==> src/rtl/led_pattern_seq.sv <==
// Purpose : divides clk_50M to a step rate and animates an LED bank (walk, fill, bounce, blink).
// Latency : a step updates pos on the tick edge; dataout/wrap show the new pos one edge later.
// Backpr. : pause freezes prescaler and animation; a mode change restarts the pattern.
//
// Ports:
//   clk_50M  - system clock, the only clock
//   rst      - asynchronous active-high reset
//   mode     - 0=WALK, 1=FILL, 2=BOUNCE, 3=BLINK (synchronous to clk_50M)
//   pause    - 1 holds the prescaler and the animation state
//   dataout  - registered LED drive (polarity set by ACTIVE_LOW)
//   wrap     - registered one-cycle pulse when a pattern cycle restarts at pos 0
module led_pattern_seq #(
  parameter int LED_W      = 12,
  parameter int TICK_DIV   = 12_500_000,
  parameter int ACTIVE_LOW = 1
) (
  input  logic             clk_50M,
  input  logic             rst,
  input  logic [1:0]       mode,
  input  logic             pause,
  output logic [LED_W-1:0] dataout,
  output logic             wrap
);

  localparam int PRE_W = (TICK_DIV > 1) ? $clog2(TICK_DIV) : 1;
  localparam int POS_W = $clog2(LED_W);

  localparam logic [PRE_W-1:0] PRE_MAX  = PRE_W'(TICK_DIV - 1);
  localparam logic [POS_W-1:0] POS_MAX  = POS_W'(LED_W - 1);
  // BOUNCE turns around one step before each end, so the end
  // positions are shown once per sweep rather than twice.
  localparam logic [POS_W-1:0] POS_TURN = POS_W'(LED_W - 2);
  localparam logic [POS_W-1:0] POS_ONE  = POS_W'(1);

  localparam bit               AL      = (ACTIVE_LOW != 0);
  localparam logic [LED_W-1:0] LED_OFF = AL ? {LED_W{1'b1}} : {LED_W{1'b0}};

  typedef enum logic [1:0] {
    WALK   = 2'd0,
    FILL   = 2'd1,
    BOUNCE = 2'd2,
    BLINK  = 2'd3
  } mode_t;

  logic [PRE_W-1:0] pre;
  logic [POS_W-1:0] pos;
  logic             dir;
  mode_t            mode_q;
  // Set on the edge a tick lands pos on 0; becomes wrap one edge later so
  // the pulse lines up with the dataout that shows pos 0.
  logic             wrap_arm;

  logic             tick;
  logic             mode_chg;
  logic [POS_W-1:0] pos_nxt;
  logic             dir_nxt;
  logic [LED_W-1:0] lit;
  logic [LED_W-1:0] drive;

  assign tick     = (pre == PRE_MAX) && !pause;
  assign mode_chg = (mode != mode_q);

  // Next step position/direction, used only when tick is taken.
  always_comb begin
    pos_nxt = pos;
    dir_nxt = dir;
    case (mode_q)
      WALK, FILL: begin
        pos_nxt = (pos == POS_MAX) ? '0 : pos + POS_ONE;
      end
      BOUNCE: begin
        if (!dir) begin
          pos_nxt = pos + POS_ONE;
          if (pos == POS_TURN) dir_nxt = 1'b1;
        end else begin
          pos_nxt = pos - POS_ONE;
          if (pos == POS_ONE) dir_nxt = 1'b0;
        end
      end
      BLINK: begin
        pos_nxt = (pos == '0) ? POS_ONE : '0;
      end
      default: begin
        pos_nxt = '0;
        dir_nxt = 1'b0;
      end
    endcase
  end

  // Lit vector from the current (pre-step) state.
  always_comb begin
    lit = '0;
    case (mode_q)
      WALK, BOUNCE: lit = LED_W'(1) << pos;
      // (2 << pos) - 1 gives bits [pos:0]; at pos = LED_W-1 the shift
      // drops out of range to 0 and the subtraction yields all ones.
      FILL:         lit = (LED_W'(2) << pos) - LED_W'(1);
      BLINK:        lit = (pos == '0) ? {LED_W{1'b1}} : {LED_W{1'b0}};
      default:      lit = '0;
    endcase
    drive = AL ? ~lit : lit;
  end

  always_ff @(posedge clk_50M or posedge rst) begin
    if (rst) begin
      pre      <= '0;
      pos      <= '0;
      dir      <= 1'b0;
      mode_q   <= WALK;
      wrap_arm <= 1'b0;
      wrap     <= 1'b0;
      dataout  <= LED_OFF;
    end else begin
      dataout  <= drive;
      wrap     <= wrap_arm;
      wrap_arm <= 1'b0;
      if (mode_chg) begin
        // Restart the new pattern cleanly; beats a coincident tick and pause.
        mode_q <= mode_t'(mode);
        pos    <= '0;
        dir    <= 1'b0;
        pre    <= '0;
      end else if (!pause) begin
        pre <= (pre == PRE_MAX) ? '0 : pre + PRE_W'(1);
        if (tick) begin
          pos      <= pos_nxt;
          dir      <= dir_nxt;
          wrap_arm <= (pos_nxt == '0);
        end
      end
    end
  end

endmodule

==> config.mk <==
export PLATFORM = sky130hd
export DESIGN_NAME = led_pattern_seq
export DESIGN_NICKNAME = d
export VERILOG_FILES = /design/src/rtl/led_pattern_seq.sv
export SDC_FILE = /design/constraint.sdc
export NUM_CORES = 1
export LEC_CHECK = 0
export BUFFER_PORTS_ARGS = -buffer_cell sky130_fd_sc_hd__clkbuf_2
export CORE_ASPECT_RATIO = 0.9
export CORE_MARGIN = 1.5
export CORE_UTILIZATION = 55
export CTS_CLUSTER_DIAMETER = 30
export DETAILED_ROUTE_END_ITERATION = 8
export PLACE_DENSITY = 0.82
export SLEW_MARGIN = 20
export SYNTH_ARGS = -nofsm -noshare
export SYNTH_HDL_FRONTEND = slang
export SYNTH_SLANG_ARGS = --single-unit
==> constraint.sdc <==
create_clock -name clk_50M -period 2.2 [get_ports clk_50M]
set_clock_uncertainty 0.1 [all_clocks]
set_input_delay 0.44 -clock clk_50M [delete_from_list [all_inputs] [get_ports clk_50M]]
set_output_delay 0.44 -clock clk_50M [all_outputs]
set_load 0.02 [all_outputs]
==> results of run 1 <==
[path summary, 6_finish.rpt]
check	endpoint	slack, ns
hold / removal	pos[3]$_DFFE_PP0P_	0.09
min in group clk_50M	mode_q[1]$_DFFE_PP0N_	0.16
hold reg to reg	wrap$_DFF_PP0_	0.26
setup / recovery	wrap_arm$_DFF_PP0_	0.04
setup reg to reg	wrap_arm$_DFF_PP0_	0.04
max in group asynchronous	pre[10]$_DFFE_PP0P_	1.30
[final cells by class]
class                           instances  share of cell area, %
Multi-Input combinational cell        238                  48.81
Tap cell                               65                  2.530
Timing Repair Buffer                   42                  8.875
Sequential cell                        45                  35.50
Inverter                                7                 0.8174
Clock buffer                            8                  3.464
[worst register-to-register path, cell delays in order (launching register included)]
cell	delay, ns
dfrtp_1	0.36
inv_1	0.08
ha_1	0.21
or3b_4	0.26
mux2i_1	0.07
a21o_1	0.20
or4_4	0.50
a2111oi_4	0.25
[per-layer routing]
| layer | vias up | global-route usage, % | routed length, µm |
|---|---|---|---|
| met5 | - | 0 | 0 |
| met4 | 0 | 6.349 | 50 |
| met3 | 7 | 6.581 | 345 |
| met2 | 84 | 35.94 | 2892 |
| met1 | 1164 | 32.48 | 2877 |
| li1 | 1152 | - | - |
[cells in the final DEF, fill, tap and decap left out, types with 2 or more instances in the layout]
master / instances
a211oi_1: 5
a21oi_1: 22
a31oi_1: 6
and2_1: 4
and3_1: 5
and4_1: 2
buf_4: 24
clkbuf_2: 17
clkbuf_8: 6
dfrtp_1: 33
dfstp_2: 12
ha_1: 5
ha_2: 3
inv_1: 5
mux2i_1: 5
nand2_1: 26
nand2b_1: 3
nand3_1: 17
nand4_1: 9
nand4b_1: 2
nor2_1: 38
nor2b_1: 4
nor3_1: 9
o21a_1: 2
o21ai_0: 9
or3_1: 5
xnor2_1: 7
xor2_1: 21
[sequential cells by signal, summed over array words and instances (netlist names)]
signal,count
pre,24
dataout,12
pos,4
mode_q,2
dir,1
wrap_arm,1
wrap,1
[metrics by stage]
stage          utilization, %  setup slack, ns
2_1_floorplan               -          0.02212
3_3_place_gp            62.63          0.02575
3_5_place_dp            62.63         -0.02483
4_1_cts                 65.17         0.009761
5_1_grt                 66.08        -0.008010
6_report                66.08          0.04157
[cells by family (layout without fill, tap and decap cells)]
kind of cell / after synthesis / count (layout)
simple gates: 136 / 136
compound gates: 59 / 59
flops: 45 / 45
xor+xnor: 29 / 29
buf+inv: 29 / 57
fa+ha+maj: 9 / 9
mux: 5 / 5
[what timing repair did]
| item | 4_1_cts | 5_1_grt |
|---|---|---|
| buffers inserted | 0 | 0 |
| endpoints found under the setup margin | 1 | 11 |
| pin swaps | 0 | 1 |
| hold endpoints to repair | 0 | 0 |
| gates resized for setup | 1 | 10 |
| gates cloned | 0 | 0 |
[power breakdown]
group | switching, W | internal, W
registers | 0.00000560 | 0.000849
clock network | 0.000281 | 0.000325
logic | 0.0000938 | 0.0000485
total | 0.000380 | 0.00122
==> metrics.md, run 1 <==
| Metric | Value |
|---|---|
| Status | `complete, no violations` |
| Multi-input gate area in the final layout | `1569 µm²` |
| RR Startpoint | `pos[1]$_DFFE_PP0P_` |
| Cell count after synthesis | `312` |
| Root buffer cell | `clkbuf_8` |
| Synthesized net count | `326` |
| Number of synthesized flops with an enable pin | `0` |
| Top cell type by total area after synthesis | `dfrtp_1` |
| Dominant synthesized flop cell | `dfrtp_1` |
| Final #Nets | `353` |
| Ys async rst share | `100.0%` |
| Drc violations | `0` |
| Initial drt markers | `321` |
| Max Fclk | `463.3 MHz` |
| Filler cells | `398` |
| Hold Fails Final Rpt | `0` |
| Num CTS Buffers | `5` |
| Die Width | `78.20 µm` |
| Startpoint Class | `register` |
| Min Tclk post-route | `2.158 ns` |
| Setup_tns | `0 ns` |
| Max stage delay cell, worst path | `or4_4` |
| Post-synthesis simple-gate area fraction | `25.17%` |
| IO buf count | `17` |
| Synth top cells by count | `38 x nor2_1, 33 x dfrtp_1, 26 x nand2_1, 22 x a21oi_1, 21 x xor2_1` |
| CTS tree | `built` |
| Post-route ant nets | `0` |
| 1st-pass router iterations | `4` |
| Final Instance Area | `3214 µm²` |
| Critical path depth | `7` |
| Crit share post-route | `98.11%` |
| R2r worst-path depth | `7` |
| Layout Cells excl Fill | `405` |
| Yosys cell types | `56` |
| CP cell instances | `inv_1 -> ha_1 -> or3b_4 -> mux2i_1 -> a21o_1 -> or4_4 -> a2111oi_4` |
| Clock transition at path regs | `0.09 ns` |
| CP Max Fanout | `4` |
| Synth top area share | `29.50%` |
| Compound-Gate Fraction of Synth Area | `13.72%` |
| Crit path DAT | `2.24 ns` |
| Critical path type | `register to register` |
| Die height | `70.68 µm` |
| Sink Count | `45` |
| Global-route wire length before repair | `10,170 µm` |
| Row cnt | `24` |
| Synth top area cells | `dfrtp_1 30%, dfstp_2 11%, xor2_1 6.6%` |
| Layout cells sized above 1 | `23.53%` |
| Layout area overhead | `14.84%` |
| Worst hold margin | `0.08821 ns` |
| Slew margin rel. | `40.64%` |
| I/O pin total | `18` |
| Mapped Area | `2799 µm²` |
| Crit end category | `register` |
| Routed wire length per instance | `15.23 µm` |
| Vias in the first global route | `2,201` |
| Placed inst area | `3047 µm²` |
| DRT Wirelength | `6167 µm` |
| GP Congestion | `0.8896` |
| Core area | `4865 µm²` |
| Setup violators final | `0` |
| Total power | `0.001603 W` |
| GRT overflow | `0` |
| Hold WC Path Type | `primary input to asynchronous set/reset pin` |
| Worst-skew pair later-pin latency | `0.31 ns` |
| Max-Cap Viols | `0` |
| Ant. Diodes | `0` |
| Max Transition Viols Final | `0` |
| Leakage power | `1.338 nW` |
| Die ar. | `5526 µm²` |
| Count leader, synth | `nor2_1` |
| Total track usage | `23.33%` |
| Ys Warns | `0` |
| VDD IR max | `354.6 µV` |
| Dpl hpwl | `4371 µm` |
| Crit. Startpoint | `pos[1]$_DFFE_PP0P_` |
| Post-Synth Adder-Cell Area | `4.023%` |
| Worst path max stage delay | `0.50 ns` |
| PwrDens | `498.6 nW/µm²` |
| Syn Area/Cell | `8.971 µm²` |
| Cells after DPL | `397` |
| Seq/Total Area, Yosys | `40.77%` |
| Mux share of post-synthesis cell area | `1.788%` |
| Worst path top cell family by delay | `simple AND/OR/NAND/NOR gates` |
| Synth Area in XOR/XNOR | `9.343%` |
| Max Root-Sink Buffers | `2` |
| Buffer and inverter count on the worst path | `1` |
| Maximum number of pins on one net before global-route repair | `28` |
| Least-Margin Pin Slew | `0.8849 ns` |
| Initial antenna violation count | `0` |
| Unrepaired setup endpoints after global routing | `yes` |
| Synth Register Bits | `45` |
| Avg Vias per Cell | `5.943` |
| Initial Util | `57.54%` |
| Worst path required time | `2.28 ns` |
| Register area | `1141 µm²` |
| Htree depth | `2` |
| Largest family of logic cells by synthesized area | `simple AND/OR/NAND/NOR gates` |
| Vias | `2,407` |
| Hold_buf cts | `0` |
(Power assumes the default switching activity.)
==> run 2, diff against run 1 <==
--- a/config.mk
+++ b/config.mk
@@ -5,13 +5,13 @@
 export SDC_FILE = /design/constraint.sdc
 export NUM_CORES = 1
 export LEC_CHECK = 0
-export BUFFER_PORTS_ARGS = -buffer_cell sky130_fd_sc_hd__clkbuf_2
 export CORE_ASPECT_RATIO = 0.9
 export CORE_MARGIN = 1.5
 export CORE_UTILIZATION = 55
 export CTS_CLUSTER_DIAMETER = 30
 export DETAILED_ROUTE_END_ITERATION = 8
-export PLACE_DENSITY = 0.82
+export DONT_BUFFER_PORTS = 1
+export PLACE_DENSITY = 0.79
 export SLEW_MARGIN = 20
 export SYNTH_ARGS = -nofsm -noshare
 export SYNTH_HDL_FRONTEND = slang
==> metrics.md, run 2 (same netlist as run 1, synthesis figures left out) <==
| Metric | Value |
|---|---|
| Status | `complete, no violations` |
| Maximum number of pins on one net before global-route repair | `46` |
| Post-route worst setup slack | `0.1303 ns` |
| CTS tree | `built` |
| Vias | `2,339` |
| Row cnt | `24` |
| Avg Vias per Cell | `5.997` |
| Cells after DPL | `382` |
| Hold WC Path Type | `primary input to asynchronous set/reset pin` |
| Unrepaired setup endpoints after global routing | `no` |
| Vias in the first global route | `2,229` |
| Multi-input gate area in the final layout | `1545 µm²` |
| Drc violations | `0` |
| Worst-skew pair later-pin latency | `0.30 ns` |
| Final #Nets | `338` |
| Slew margin rel. | `60.39%` |
| Crit end category | `register` |
| Pre-CTS setup slack | `0.01399 ns` |
| Total track usage | `23.58%` |
| Layout area overhead | `10.15%` |
| I/O pin total | `18` |
| Max Transition Viols Final | `0` |
| DRT Wirelength | `6069 µm` |
| Leakage power | `1.283 nW` |
| Filler cells | `406` |
| Die height | `70.68 µm` |
| Num CTS Buffers | `5` |
| CP Max Fanout | `11` |
| PwrDens | `477.9 nW/µm²` |
| Die ar. | `5526 µm²` |
| 1st-pass router iterations | `4` |
| Htree depth | `2` |
| Worst path required time | `2.31 ns` |
| Max FFs per register | `24` |
| Initial Util | `57.54%` |
| Total power | `0.001473 W` |
| Startpoint Class | `register` |
| Ant. Diodes | `0` |
| IO buf count | `0` |
| Leading cell type in the layout, fill and taps excluded | `nor2_1` |
| Most flops, register | `pre` |
| Layout cells sized above 1 | `19.08%` |
| Crit path DAT | `2.18 ns` |
| Setup_tns | `0 ns` |
| Post-route ant nets | `0` |
| GRT overflow | `0` |
| Hold Fails Final Rpt | `0` |
| Initial antenna violation count | `0` |
| Core area | `4865 µm²` |
| Least-Margin Pin Slew | `0.5913 ns` |
| Root buffer cell | `clkbuf_8` |
| Crit share post-route | `94.08%` |
| Min Tclk post-route | `2.070 ns` |
| Clock transition at path regs | `0.09 ns` |
| Register area | `1141 µm²` |
| Largest registers | `pre x24, dataout x12, pos x4` |
| Max Fclk | `483.2 MHz` |
| Max Root-Sink Buffers | `2` |
| Setup violators final | `0` |
| Initial drt markers | `302` |
| Critical path type | `register to register` |
| VDD IR max | `305.2 µV` |
| Dpl hpwl | `4378 µm` |
| Max-Cap Viols | `0` |
| Die Width | `78.20 µm` |
| Layout Cells excl Fill | `390` |
| GP Congestion | `0.9260` |
| Sink Count | `45` |
| Global-route wire length before repair | `10,430 µm` |
| Commonest cells after routing, fill and taps aside | `38 x nor2_1, 33 x dfrtp_1, 27 x buf_4` |
| Routed wire length per instance | `15.56 µm` |
==> run 2: area by class of cell <==
type                       instances  share of cell area, %
multi-input combinational        238                  50.12
tap                               65                  2.638
timing repair buffer              27                  6.575
sequential                        45                  37.01
inverter                           7                 0.8523
clock buffer                       5                  2.232
clock inverter                     3                 0.5682
==> run 2: critical path: stages (launching register included) <==
cell and delay (ns):
dfrtp_1 0.42, buf_4 0.19, or4b_1 0.51, o21ai_0 0.11, xor2_1 0.31, a211oi_1 0.14
nor3_1 0.21
==> run 2: where the power goes <==
part | internal [W] | leakage [nW] | switching (W)
clock | 0.000220 | 0.0455 | 0.000278
sequential | 0.000851 | 0.582 | 0.0000213
combinational | 0.0000339 | 0.656 | 0.0000698
==> run 2: what timing repair did <==
action | in CTS | in global routing
hold buffers | 0 | 0
gates resized for setup | 1 | 5
buffers inserted | 0 | 0
cloned | 0 | 0
endpoints found under the setup margin | 1 | 5
pin swaps | 0 | 1
==> run 2: final timing paths <==
path / from / slack (ns) / depth (start not counted) / endpoint
setup reg to reg: pos[2]$_DFFE_PP0P_ / 0.13 / 6 / pos[3]$_DFFE_PP0P_
min in group clk_50M: mode[0] / 0.06 / 0 / mode_q[0]$_DFFE_PP0N_
max in group asynchronous: rst / 1.57 / 2 / pos[1]$_DFFE_PP0P_
hold / removal: rst / 0.06 / 2 / wrap_arm$_DFF_PP0_
hold reg to reg: wrap_arm$_DFF_PP0_ / 0.26 / 0 / wrap$_DFF_PP0_
setup / recovery: pos[2]$_DFFE_PP0P_ / 0.13 / 6 / pos[3]$_DFFE_PP0P_
==> run 2: per-layer routing <==
metal,wire length (µm),part of all wire (%),vias up,GRT usage (%)
li1,-,-,1120,-
met1,2862,47,1118,33.80
met2,2714,45,90,36.23
met3,386,6.4,11,4.645
met4,106,1.7,0,7.341
met5,0,0,-,0
==> run 2: metrics by stage <==
step,util [%],hold slack (ns),instance area [µm²]
global placement,60.93,0.2512,2964
global route,63.37,0.04766,3083
detailed placement,60.93,0.2394,2964
floorplan,-,0.2312,2800
finish,63.37,0.05840,3083
CTS,62.76,0.05693,3053
